File: config.mk
export PLATFORM = sky130hd
export DESIGN_NAME = execute_stage
export DESIGN_NICKNAME = d
export VERILOG_FILES = /design/src/rtl/execute_stage.sv
export SDC_FILE = /design/constraint.sdc
export NUM_CORES = 1
export LEC_CHECK = 0
export BUFFER_PORTS_ARGS = -buffer_cell sky130_fd_sc_hd__buf_2
export CORE_MARGIN = 3
export CORE_UTILIZATION = 40
export DETAILED_ROUTE_END_ITERATION = 7
export HOLD_SLACK_MARGIN = 0.15
export PLACE_DENSITY = 0.6
export SYNTH_ARGS = -nofsm -noshare
export SYNTH_HDL_FRONTEND = slang
export SYNTH_SLANG_ARGS = --single-unit
File: constraint.sdc
create_clock -name clock -period 4.2 [get_ports clock]
set_input_delay 0.21 -clock clock [delete_from_list [all_inputs] [get_ports clock]]
set_output_delay 0.21 -clock clock [all_outputs]
set_load 0.03 [all_outputs]
File: src/rtl/execute_stage.sv
// rtl/execute_stage.sv - RV32 execute stage: operand muxing, ALU, branch resolution, EX/MEM register
// Optional operand forwarding from MEM/WB is enabled by defining FORWARDING_EN.
module execute_stage (
    input  logic        clock,
    input  logic        reset,
    input  logic [31:0] pc,
    input  logic [31:0] readData1,
    input  logic [31:0] readData2,
    input  logic [31:0] immediateValue,
    input  logic [4:0]  rs1,
    input  logic [4:0]  rs2,
    input  logic [4:0]  rd,
    input  logic [2:0]  func3,
    input  logic [6:0]  func7,
    input  logic        pcUpdate,
    input  logic        memoryReadEnable,
    input  logic        memoryWriteEnable,
    input  logic        registerWriteEnable,
    input  logic        pcAdderSrc,
    input  logic        writeBackFromMemoryOrAlu,
    input  logic [1:0]  aluSrc1,
    input  logic [1:0]  aluSrc2,
    input  logic [2:0]  aluOperation,
    input  logic [4:0]  memRd,
    input  logic        memRegisterWriteEnable,
    input  logic [31:0] memAluResult,
    input  logic [4:0]  wbRd,
    input  logic        wbRegisterWriteEnable,
    input  logic [31:0] wbWriteData,
    input  logic        stall,
    input  logic        flush,
    output logic [31:0] aluResultOut,
    output logic [31:0] storeDataOut,
    output logic [4:0]  rdOut,
    output logic [2:0]  func3Out,
    output logic        memoryReadEnableOut,
    output logic        memoryWriteEnableOut,
    output logic        registerWriteEnableOut,
    output logic        writeBackFromMemoryOrAluOut,
    output logic        branchTaken,
    output logic [31:0] branchTarget
);

    localparam logic [2:0] OP_FUNC = 3'b000;
    localparam logic [2:0] OP_ADD  = 3'b001;
    localparam logic [2:0] OP_SUB  = 3'b010;

    logic [31:0] rs1_data;
    logic [31:0] rs2_data;
    logic [31:0] op_a;
    logic [31:0] op_b;
    logic [31:0] alu_result;
    logic [31:0] jalr_sum;
    logic        branch_cond;
    logic        unused_func7;

    // Only func7[5] distinguishes SUB/SRA; the remaining bits are don't-care here.
    assign unused_func7 = ^{func7[6], func7[4:0]};

`ifdef FORWARDING_EN
    // MEM result is younger than WB data, so it wins when both match.
    always_comb begin
        rs1_data = readData1;
        if (memRegisterWriteEnable && (memRd != 5'd0) && (memRd == rs1))
            rs1_data = memAluResult;
        else if (wbRegisterWriteEnable && (wbRd != 5'd0) && (wbRd == rs1))
            rs1_data = wbWriteData;
    end

    always_comb begin
        rs2_data = readData2;
        if (memRegisterWriteEnable && (memRd != 5'd0) && (memRd == rs2))
            rs2_data = memAluResult;
        else if (wbRegisterWriteEnable && (wbRd != 5'd0) && (wbRd == rs2))
            rs2_data = wbWriteData;
    end
`else
    logic unused_fwd;

    assign rs1_data   = readData1;
    assign rs2_data   = readData2;
    assign unused_fwd = ^{rs1, rs2, memRd, memRegisterWriteEnable, memAluResult,
                          wbRd, wbRegisterWriteEnable, wbWriteData};
`endif

    always_comb begin
        case (aluSrc1)
            2'b00:   op_a = rs1_data;
            2'b01:   op_a = pc;
            default: op_a = 32'd0;
        endcase
    end

    always_comb begin
        case (aluSrc2)
            2'b00:   op_b = rs2_data;
            2'b01:   op_b = immediateValue;
            2'b10:   op_b = 32'd4;
            default: op_b = 32'd0;
        endcase
    end

    always_comb begin
        alu_result = 32'd0;
        case (aluOperation)
            OP_ADD: alu_result = op_a + op_b;
            OP_SUB: alu_result = op_a - op_b;
            OP_FUNC: begin
                case (func3)
                    3'b000: begin
                        // Immediate forms never subtract, even if imm bits alias func7[5].
                        if (func7[5] && (aluSrc2 == 2'b00))
                            alu_result = op_a - op_b;
                        else
                            alu_result = op_a + op_b;
                    end
                    3'b001: alu_result = op_a << op_b[4:0];
                    3'b010: alu_result = ($signed(op_a) < $signed(op_b)) ? 32'd1 : 32'd0;
                    3'b011: alu_result = (op_a < op_b) ? 32'd1 : 32'd0;
                    3'b100: alu_result = op_a ^ op_b;
                    3'b101: begin
                        if (func7[5])
                            alu_result = $signed(op_a) >>> op_b[4:0];
                        else
                            alu_result = op_a >> op_b[4:0];
                    end
                    3'b110: alu_result = op_a | op_b;
                    default: alu_result = op_a & op_b;
                endcase
            end
            default: alu_result = 32'd0;
        endcase
    end

    always_comb begin
        branch_cond = 1'b0;
        case (func3)
            3'b000: branch_cond = (rs1_data == rs2_data);
            3'b001: branch_cond = (rs1_data != rs2_data);
            3'b100: branch_cond = ($signed(rs1_data) < $signed(rs2_data));
            3'b101: branch_cond = ($signed(rs1_data) >= $signed(rs2_data));
            3'b110: branch_cond = (rs1_data < rs2_data);
            3'b111: branch_cond = (rs1_data >= rs2_data);
            default: branch_cond = 1'b0;
        endcase
    end

    assign jalr_sum     = rs1_data + immediateValue;
    assign branchTarget = pcAdderSrc ? {jalr_sum[31:1], 1'b0} : (pc + immediateValue);
    // Jumps use any non-SUB op; conditional branches are tagged with SUB.
    assign branchTaken  = !stall && pcUpdate &&
                          ((aluOperation != OP_SUB) || branch_cond);

    always_ff @(posedge clock) begin
        if (!reset) begin
            aluResultOut                <= 32'd0;
            storeDataOut                <= 32'd0;
            rdOut                       <= 5'd0;
            func3Out                    <= 3'd0;
            memoryReadEnableOut         <= 1'b0;
            memoryWriteEnableOut        <= 1'b0;
            registerWriteEnableOut      <= 1'b0;
            writeBackFromMemoryOrAluOut <= 1'b0;
        end else if (flush) begin
            // Bubble: kill every side effect, leave datapath values as they were.
            rdOut                  <= 5'd0;
            memoryReadEnableOut    <= 1'b0;
            memoryWriteEnableOut   <= 1'b0;
            registerWriteEnableOut <= 1'b0;
        end else if (!stall) begin
            aluResultOut                <= alu_result;
            storeDataOut                <= rs2_data;
            rdOut                       <= rd;
            func3Out                    <= func3;
            memoryReadEnableOut         <= memoryReadEnable;
            memoryWriteEnableOut        <= memoryWriteEnable;
            registerWriteEnableOut      <= registerWriteEnable;
            writeBackFromMemoryOrAluOut <= writeBackFromMemoryOrAlu;
        end
    end

endmodule

==> results of run 1 <==
## critical path, cell delays in order
cell	delay (ns)
dlygate4sd3_1	0.56
buf_2	0.16
mux2i_1	0.07
or2_2	0.36
ha_1	0.48
nor2b_1	0.12
a2111oi_1	0.52
buf_4	0.20
nor3_1	0.09
o21ai_1	0.26
a211oi_1	0.13
buf_4	0.16
nor2_2	0.18
o21ai_0	0.12
buf_4	0.15
a21boi_1	0.29
xnor2_1	0.18
o221ai_1	0.14
## worst min path at each step
stage                 endpoint  slack, ns            start  cells past startpoint
2_1_floorplan  storeDataOut[0]       0.35     readData2[0]                      2
3_3_place_gp       func3Out[0]       0.44      func3Out[0]                      2
3_5_place_dp   storeDataOut[6]       0.45  storeDataOut[6]                      2
4_1_cts        storeDataOut[0]       0.18     readData2[0]                      4
5_1_grt        aluResultOut[0]       0.21            reset                      2
6_report       storeDataOut[0]       0.20     readData2[0]                      4
## cells by family (layout without fill, tap and decap cells)
logic type | after synthesis | after routing | share of synthesized area (%)
flops | 76 | 76 | 8.56
buf+inv | 294 | 620 | 7.22
simple gates | 779 | 779 | 20.1
xor+xnor | 85 | 85 | 4.19
other cells | 0 | 1 | 0
mux | 227 | 227 | 14.6
fa+ha+maj | 198 | 198 | 14.1
compound gates | 839 | 839 | 31.3
## where the power goes
| group | switching, mW | internal (mW) | leakage (nW) | total (mW) |
|---|---|---|---|---|
| sequential | 0.0153 | 0.749 | 0.619 | 0.764 |
| combinational | 2.02 | 1.16 | 9.24 | 3.18 |
| clock | 0.384 | 0.600 | 0.170 | 0.984 |
| total | 2.42 | 2.51 | 10.0 | 4.93 |
## sequential cells by signal (all words and copies together) (netlist names)
| signal | cells |
|---|---|
| aluResultOut | 32 |
| storeDataOut | 32 |
| rdOut | 5 |
| func3Out | 3 |
| memoryReadEnableOut | 1 |
| memoryWriteEnableOut | 1 |
| registerWriteEnableOut | 1 |
| writeBackFromMemoryOrAluOut | 1 |
## layout by cell type, fill, tap and decap left out, types with 13 or more instances in the layout
| cell | count |
|---|---|
| a31oi_1 | 29 |
| a21o_1 | 64 |
| dfxtp_1 | 76 |
| o211ai_1 | 39 |
| nand2_1 | 268 |
| a221o_1 | 16 |
| xor2_1 | 33 |
| a211oi_1 | 39 |
| mux2_2 | 16 |
| o21bai_1 | 20 |
| o31ai_1 | 13 |
| nor2b_1 | 14 |
| a221oi_1 | 13 |
| o22ai_1 | 14 |
| xnor2_1 | 52 |
| mux4_2 | 15 |
| o221ai_1 | 29 |
| inv_1 | 130 |
| nand3_1 | 55 |
| dlygate4sd3_1 | 40 |
| buf_2 | 262 |
| or3_1 | 13 |
| and3_1 | 13 |
| ha_1 | 194 |
| o21a_1 | 28 |
| nand2b_1 | 24 |
| nor3_1 | 36 |
| buf_4 | 160 |
| nand4_1 | 20 |
| nor2_1 | 237 |
| o21ai_0 | 148 |
| a21oi_1 | 238 |
| or2_2 | 37 |
| a21boi_0 | 28 |
| mux2i_1 | 189 |
## area by class of cell
cell class	count	area (um2)	share of cell area, %
diodes	1	2.50	0.0118
clock buffers	11	243	1.15
clock inverters	5	108	0.509
inverters	137	527	2.49
multi-input cells	2128	15000	70.9
flip-flops and latches	76	1520	7.20
well taps	585	732	3.46
repair buffers	467	3010	14.2
## timing repair
action,4_1_cts,5_1_grt
hold buffers,40,0
setup endpoints to repair,0,3
resized for setup,0,2
endpoints found under the hold margin,40,0
## layer usage
layer  track usage [%]  vias to the layer above
met2              54.9                     1209
met4              13.4                        4
li1                  -                     9827
met1              48.4                    10300
met5                 0                        -
met3              6.65                      188
==> flow_summary_export.csv, run 1 <==
group,metric,value,unit
synth,synth_area_per_cell,7.12,um2
clock_network,cts.sinks,76,
timing,period_share,98.9,%
grt,grt.overflow.total,0,
timing,tightest_slew,0.997,ns
pwr,irDropWorstVdd,0.159,mV
pwr,leakage,10.0,nW
cells_and_area,fin_nets,3263,
clock_network,numCtsBuffers,9,
placement,portBuffers,262,
placement,place_hpwl,69.1,mm
worst_setup_path,required,4.44,ns
floorplan,num_io_pins,355,
synth,synthCells,2498,
placement,dp_slack,-0.272,ns
timing,max_freq,241,MHz
floorplan,die_h,217,um
worst_setup_path,start_kind,"input pin",
timing,whs,0.197,ns
worst_setup_path,critPathLaunch,"readData2[4]",
cells_and_area,syn2layout_area_growth,19.0,%
synth,ys_warn_count,0,
cells_and_area,design_area,21100,um2
synth,synthDistinctLibCells,100,
placement,place_inst,3353,
pwr,power_density,233,nW/um2
worst_setup_path,r2r-start,"aluResultOut[0]",
timing,period_needed,4.16,ns
grt,grt_use_total,35.3,%
placement,place_area,20400,um2
floorplan,fp.dieArea,47000,um2
worst_setup_path,cp-endpoint,"aluResultOut[28]",
synth,ys_top_cells_by_count,"nand2_1, nor2_1, a21oi_1",
routing,m1WireLength,37.0,mm
synth,synth.top_cell.area_share,13.7,%
floorplan,start_util,40.9,%
timing,fin_worst_skew,0,ns
timing,hold_violations,0,
synth,synth_seq_area_share,8.56,%
worst_setup_path,cp-end-kind,"flop",
clock_network,cts_tree,"built",
synth,ys_ff_latch,76,
routing,met3_length,7.95,mm
routing,dr.pass1.iters,6,
routing,top_layer,"met5",
timing,final-setup-viol-count,0,
clock_network,cts.htree.levels,3,
routing,viasPerCell,6.30,
worst_setup_path,worst-path-max-fanout,7,
grt,antenna_found_initial,2,
worst_setup_path,r2r_cells,5,
worst_setup_path,path_class,"input pin to flop",
clock_network,clock_path_buffers,2,
pwr,total_power,4.93,mW
cells_and_area,final_cells,3410,
routing,wl_met2,37.2,mm
synth,synthArstFlopShare,0,%
synth,synth-main-ff-cell,"dfxtp_1",
cells_and_area,utilization,48.7,%
floorplan,core,43500,um2
cells_and_area,drive_above_1_share,19.7,%
synth,netlist_area,17800,um2
hold_path,hold_path_class,"input pin to flop",
cells_and_area,fillers,4418,
timing,max_slew_margin,33.3,%
grt,grt_max_degree,64,
routing,drt-wirelength-per-cell,25.2,um
clock_network,clk_latency,0.39,ns
clock_network,post-cts-setup-buffers,0,
synth,synth_top_area_cell,"ha_1",
floorplan,dieWidth,217,um
routing,post-route-drc-count,0,
synth,synthTopCellsByArea,"ha_1, mux2i_1, dfxtp_1, a21oi_1, nand2_1",
timing,report.final.slew_viol_count,0,
routing,vias,21500,
grt,grt_pass1_vias,20600,
worst_setup_path,cp.arrival,4.39,ns
worst_setup_path,worstReg2RegEnd,"aluResultOut[0]",
synth,syn_nets,2942,
clock_network,root_buffer,"clkbuf_16",
clock_network,clk_pin_slew,0.06,ns
timing,rsz0062_at_grt,"true",
timing,tns,0,ns
flow_run,cap_violations,0,
grt,grt_pass1_wl,128,mm
routing,detail_route.iter0.violations,2338,
routing,ant_nets,0,
worst_setup_path,r2r_setup_slack,2.93,ns
synth,yosysMostFrequentCell,"nand2_1",
placement,gp_congestion,1.04,
synth,synth-edff-count,0,
floorplan,rows,76,
status,status,"finished clean",
timing,finalWorstSetupSlack,0.0448,ns
routing,wirelength,85.8,mm
Power figures use the tool's default switching activity.
==> inputs of run 2 (changes only) <==
--- a/config.mk
+++ b/config.mk
@@ -6,11 +6,12 @@
 export NUM_CORES = 1
 export LEC_CHECK = 0
 export BUFFER_PORTS_ARGS = -buffer_cell sky130_fd_sc_hd__buf_2
-export CORE_MARGIN = 3
+export CORE_MARGIN = 4
 export CORE_UTILIZATION = 40
 export DETAILED_ROUTE_END_ITERATION = 7
 export HOLD_SLACK_MARGIN = 0.15
-export PLACE_DENSITY = 0.6
+export PLACE_DENSITY = 0.58
+export SKIP_LAST_GASP = 1
 export SYNTH_ARGS = -nofsm -noshare
 export SYNTH_HDL_FRONTEND = slang
 export SYNTH_SLANG_ARGS = --single-unit
==> constraint.sdc (replaced) <==
create_clock -name clock -period 5.3 [get_ports clock]
set_input_delay 0.265 -clock clock [delete_from_list [all_inputs] [get_ports clock]]
set_output_delay 0.265 -clock clock [all_outputs]
set_load 0.03 [all_outputs]
==> flow_summary_export.csv, run 2 (synthesis results as in run 1) <==
group,metric,value,unit
worst_setup_path,r2r_cells,3,
timing,fin_worst_skew,0,ns
clock_network,root_buffer,"clkbuf_16",
cells_and_area,top_regs,"aluResultOut (32), storeDataOut (32), rdOut (5)",
worst_setup_path,cp-end-kind,"flop",
routing,drt-wirelength-per-cell,25.7,um
grt,grt_pass1_vias,20000,
cells_and_area,final_common_cell,"nand2_1",
clock_network,clock_path_buffers,2,
status,status,"finished clean",
grt,grt.overflow.total,0,
clock_network,clk_pin_slew,0.07,ns
floorplan,start_util,40.9,%
pwr,irDropWorstVdd,0.136,mV
cells_and_area,fillers,4516,
clock_network,clk_latency,0.39,ns
timing,hold_violations,0,
clock_network,numCtsBuffers,9,
routing,m1WireLength,37.5,mm
hold_path,hold_path_class,"input pin to flop",
timing,max_freq,223,MHz
routing,top_layer,"met5",
grt,grt_use_total,34.4,%
placement,portBuffers,262,
placement,place_inst,3270,
routing,met3_length,7.65,mm
cells_and_area,final_cells,3323,
grt,antenna_found_initial,3,
worst_setup_path,cp_slowest_cell,"dlygate4sd3_1",
routing,ant_nets,0,
floorplan,fp.dieArea,47900,um2
floorplan,dieWidth,219,um
placement,place_hpwl,68.7,mm
routing,vias,20900,
worst_setup_path,slowest_delay,0.52,ns
timing,period_share,84.6,%
worst_setup_path,cp_cell_sequence,"dlygate4sd3_1 > buf_2 > mux2i_1 > or2_2 > inv_12 > ha_1 > inv_1 > fa_1 > o21bai_1 > a2111oi_1 > nor3_1 > buf_4 > nor2_1 > o21ai_0 > mux2i_1 > xnor2_1 > a221oi_1 > o221ai_1",
routing,post-route-drc-count,0,
worst_setup_path,required,5.56,ns
floorplan,core,43500,um2
cells_and_area,syn2layout_area_growth,14.6,%
timing,report.final.slew_viol_count,0,
timing,period_needed,4.48,ns
placement,gp_congestion,1.02,
pwr,leakage,9.56,nW
routing,wl_met2,37.6,mm
hold_path,hold-path-cell-count,3,
routing,viasPerCell,6.29,
timing,rsz0062_at_grt,"false",
flow_run,cap_violations,0,
floorplan,die_h,219,um
worst_setup_path,crit_top_cell,"mux2i_1",
routing,wirelength,85.6,mm
timing,tightest_slew,1.11,ns
clock_network,cts_tree,"built",
routing,dr.pass1.iters,5,
worst_setup_path,r2r_setup_slack,4.08,ns
worst_setup_path,cp.arrival,4.74,ns
floorplan,num_io_pins,355,
timing,final-setup-viol-count,0,
cells_and_area,drive_above_1_share,17.3,%
timing,max_slew_margin,26.0,%
grt,grt_pass1_wl,126,mm
timing,tns,0,ns
grt,grt_max_degree,63,
cells_and_area,fin_nets,3176,
clock_network,post-cts-setup-buffers,0,
clock_network,cts.sinks,76,
pwr,power_density,184,nW/um2
worst_setup_path,r2r-start,"aluResultOut[25]",
clock_network,cts.htree.levels,3,
routing,detail_route.iter0.violations,2375,
hold_path,hold-path-endpoint,"storeDataOut[24]",
worst_setup_path,worst-path-max-fanout,4,
floorplan,rows,76,
worst_setup_path,start_kind,"input pin",
cells_and_area,layout_common_cells,"nand2_1, buf_2, a21oi_1",
worst_setup_path,worstReg2RegEnd,"aluResultOut[25]",
worst_setup_path,path_class,"input pin to flop",
hold_path,worstHoldStart,"readData2[24]",
## run 2: per-stage QoR
step                      instance area (um2)  hold slack (ns)  utilization, %  setup WS [ns]  power (mW)
after floorplan                         17800            0.401               -           1.07        2.22
after global placement                  19700            0.440            45.3          0.746        2.95
after detailed placement                19700            0.445            45.3          0.695        2.96
after CTS                               20400            0.151            46.9          0.937        3.71
after global routing                    20400            0.174            46.9          0.522        3.96
final                                   20400            0.165            46.9          0.816        3.76
## run 2: layer usage
| layer | vias to the layer above | global-route usage [%] |
|---|---|---|
| met5 | - | 0 |
| met4 | 4 | 11.1 |
| met3 | 131 | 5.90 |
| met2 | 1105 | 53.5 |
| met1 | 10000 | 48.4 |
| li1 | 9621 | - |
## run 2: cell type report
class,instances,area (um2),share of cell area [%]
Clock buffer,10,239,1.17
Clock inverter,6,71.3,0.350
Sequential cell,76,1520,7.47
Tap cell,585,732,3.59
Multi-Input combinational cell,2128,15000,73.6
Inverter,137,527,2.59
Antenna cell,1,2.50,0.0123
Timing Repair Buffer,380,2290,11.2
## run 2: worst max-delay path by stage
stage                 startpoint                to  slack (ns)  cells past startpoint
CTS                 readData2[0]  aluResultOut[14]        0.94                     18
global route        readData2[0]  aluResultOut[20]        0.52                     19
floorplan             aluSrc2[0]  aluResultOut[30]        1.07                     22
finish              readData2[0]  aluResultOut[14]        0.82                     18
global placement      aluSrc2[0]  aluResultOut[26]        0.75                     15
detailed placement    aluSrc2[0]  aluResultOut[26]        0.69                     15
## run 2: where the power goes
part / leakage, nW / switching (mW) / internal, mW / total, mW
Sequential: 0.619 / 0.0125 / 0.593 / 0.606
Clock: 0.146 / 0.331 / 0.382 / 0.713
Combinational: 8.79 / 1.59 / 0.850 / 2.44
Total: 9.56 / 1.93 / 1.83 / 3.76
## run 2: worst max-delay path: cells and delay by family
family	cells	cell delay (ns)
AO/OA/AOI/OAI	5	1.51
XOR/XNOR	1	0.16
adder cells (fa/ha/maj)	2	0.72
buffers and inverters	5	1.01
multiplexers	2	0.26
AND/OR/NAND/NOR	3	0.82
## run 2: timing repair
item                      4_1_cts  5_1_grt
hold endpoints to repair       36        0
hold buffers                   36        0
resized for setup               0        0
==> inputs of run 3 (changes only) <==
--- a/config.mk
+++ b/config.mk
@@ -10,7 +10,7 @@
 export CORE_UTILIZATION = 40
 export DETAILED_ROUTE_END_ITERATION = 7
 export HOLD_SLACK_MARGIN = 0.15
-export PLACE_DENSITY = 0.58
+export PLACE_DENSITY = 0.6
 export SKIP_LAST_GASP = 1
 export SYNTH_ARGS = -nofsm -noshare
 export SYNTH_HDL_FRONTEND = slang
==> constraint.sdc (replaced) <==
create_clock -name clock -period 3.6 [get_ports clock]
set_input_delay 0.18 -clock clock [delete_from_list [all_inputs] [get_ports clock]]
set_output_delay 0.18 -clock clock [all_outputs]
set_load 0.03 [all_outputs]
==> flow_summary_export.csv, run 3 (synthesis results as in run 1) <==
group,metric,value,unit
flow_run,cap_violations,0,
floorplan,rows,76,
cells_and_area,multi_input_area,15200,um2
cells_and_area,top_regs,"aluResultOut (32), storeDataOut (32), rdOut (5)",
worst_setup_path,cp.arrival,3.94,ns
worst_setup_path,required,3.92,ns
hold_path,hold-path-cell-count,4,
pwr,irDropWorstVdd,0.238,mV
clock_network,numCtsBuffers,9,
grt,grt_pass1_wl,138,mm
clock_network,root_buffer,"clkbuf_16",
worst_setup_path,cp-end-kind,"flop",
grt,grt_use_total,38.1,%
pwr,seq_power_share,14.5,%
hold_path,hold-path-endpoint,"storeDataOut[15]",
clock_network,cts_tree,"built",
cells_and_area,fin_nets,3505,
pwr,clockPowerShare,17.0,%
timing,max_freq,276,MHz
floorplan,fp.dieArea,47900,um2
pwr,leakage,11.2,nW
cells_and_area,syn2layout_area_growth,30.2,%
floorplan,die_h,219,um
pwr,total_power,6.16,mW
placement,place_area,22400,um2
worst_setup_path,r2r_setup_slack,2.25,ns
timing,hold_violations,0,
floorplan,core,43500,um2
cells_and_area,seq_area,1520,um2
timing,tns,-0.0199,ns
timing,whs,0.196,ns
floorplan,num_io_pins,355,
timing,rsz0062_at_grt,"true",
worst_setup_path,r2r_cells,3,
clock_network,clk_pin_slew,0.08,ns
clock_network,clock_path_buffers,2,
status,status,"finished, violations left",
timing,tightest_slew,0.934,ns
timing,final-setup-viol-count,1,
floorplan,dieWidth,219,um
grt,antenna_found_initial,1,
clock_network,cts.htree.levels,3,
grt,grt_pass1_vias,21600,
placement,gp_congestion,1.11,
pwr,intPower,3.09,mW
worst_setup_path,start_kind,"input pin",
routing,wirelength,94.9,mm
cells_and_area,drive_above_1_share,27.0,%
worst_setup_path,worstReg2RegEnd,"aluResultOut[6]",
placement,place_hpwl,77.6,mm
routing,viasPerCell,6.22,
routing,drt-wirelength-per-cell,26.0,um
hold_path,hold_path_class,"input pin to flop",
pwr,power_density,266,nW/um2
cells_and_area,final_common_cell,"buf_4",
worst_setup_path,worst-path-max-fanout,5,
pwr,comb_power_share,68.5,%
pwr,swShare,49.9,%
clock_network,cts.sinks,76,
floorplan,start_util,40.9,%
grt,grt.overflow.total,0,
routing,post-route-drc-count,0,
timing,report.final.slew_viol_count,0,
placement,dp_slack,-0.575,ns
placement,portBuffers,262,
clock_network,post-cts-setup-buffers,0,
timing,finalWorstSetupSlack,-0.0199,ns
pwr,switching_power,3.07,mW
timing,period_share,101,%
worst_setup_path,path_class,"input pin to flop",
grt,grt_max_degree,53,
timing,fin_worst_skew,0,ns
routing,ant_nets,0,
routing,dr.pass1.iters,8,
clock_network,clk_latency,0.40,ns
cells_and_area,layout_common_cells,"buf_4, nand2_1, buf_2",
hold_path,worstHoldStart,"readData2[15]",
routing,vias,22700,
timing,max_slew_margin,37.7,%
routing,detail_route.iter0.violations,2776,
status,violations,"negative setup slack",
timing,period_needed,3.62,ns
cells_and_area,fillers,4372,
cells_and_area,design_area,23100,um2
worst_setup_path,r2r-start,"aluResultOut[6]",
## run 3: changes by cell type in the layout (fill, tap and decap cells not counted), sizes merged, moves of 2 or more
cell | previous run | this run
buf | 344 | 671
clkinvlp | 2 | 0
clkinv | 3 | 5
dlygate4sd3 | 36 | 38
## run 3: power by group through the flow
stage | Combinational (mW) | Sequential (mW) | Clock, mW
after floorplan | 2.32 | 0.974 | 0
after global placement | 3.99 | 0.910 | 0
after detailed placement | 4.02 | 0.911 | 0
after CTS | 4.07 | 0.892 | 1.06
after global routing | 4.46 | 0.896 | 1.08
final | 4.22 | 0.892 | 1.05
## run 3: worst max path at each step
stage / start / to / slack, ns / depth (start not counted)
after floorplan: aluSrc2[0] / aluResultOut[30] / -0.09 / 22
after CTS: readData2[17] / branchTaken / 0.03 / 14
after global placement: aluSrc2[0] / aluResultOut[29] / -0.57 / 18
after global routing: readData2[17] / aluResultOut[27] / -0.15 / 15
final: readData2[17] / aluResultOut[27] / -0.02 / 15
after detailed placement: aluSrc2[0] / aluResultOut[29] / -0.57 / 18
## run 3: stage by stage
stage | util [%] | instances
floorplan | - | 2498
global placement | 51.5 | 3597
detailed placement | 51.5 | 3597
CTS | 53.1 | 3651
global route | 53.3 | 3651
finish | 53.3 | 3653
## run 3: timing repair
item | 4_1_cts | 5_1_grt
hold buffers | 38 | 0
pin swaps | 0 | 2
endpoints found under the hold margin | 38 | 0
setup endpoints to repair | 2 | 12
gates resized for setup | 1 | 16
## run 3: final cells by class
cell class / instances / share of cell area, %
inverter: 137 / 2.28
antenna: 2 / 0.0216
clock inverter: 7 / 0.357
timing repair buffer: 709 / 21.1
sequential: 76 / 6.57
multi-input combinational: 2128 / 65.5
clock buffer: 9 / 0.973
tap: 585 / 3.16
## run 3: metal layers
| layer | share of wire [%] | track usage (%) |
|---|---|---|
| met5 | 0.018 | 0 |
| met2 | 43 | 57.9 |
| met1 | 43 | 52.9 |
| met4 | 4.3 | 13.8 |
| met3 | 10 | 8.40 |
## run 3: worst max-delay path, stage by stage
cell and delay [ns]:
dlygate4sd3_1 0.52, buf_2 0.15, mux2i_1 0.09, or2_2 0.34, ha_1 0.33, inv_1 0.18, nand3_1 0.16, nor4_2 0.42
o31ai_1 0.30, and2_1 0.25, o311a_1 0.30, o22ai_2 0.17, xnor2_1 0.08, o2111a_1 0.24, a221oi_2 0.21
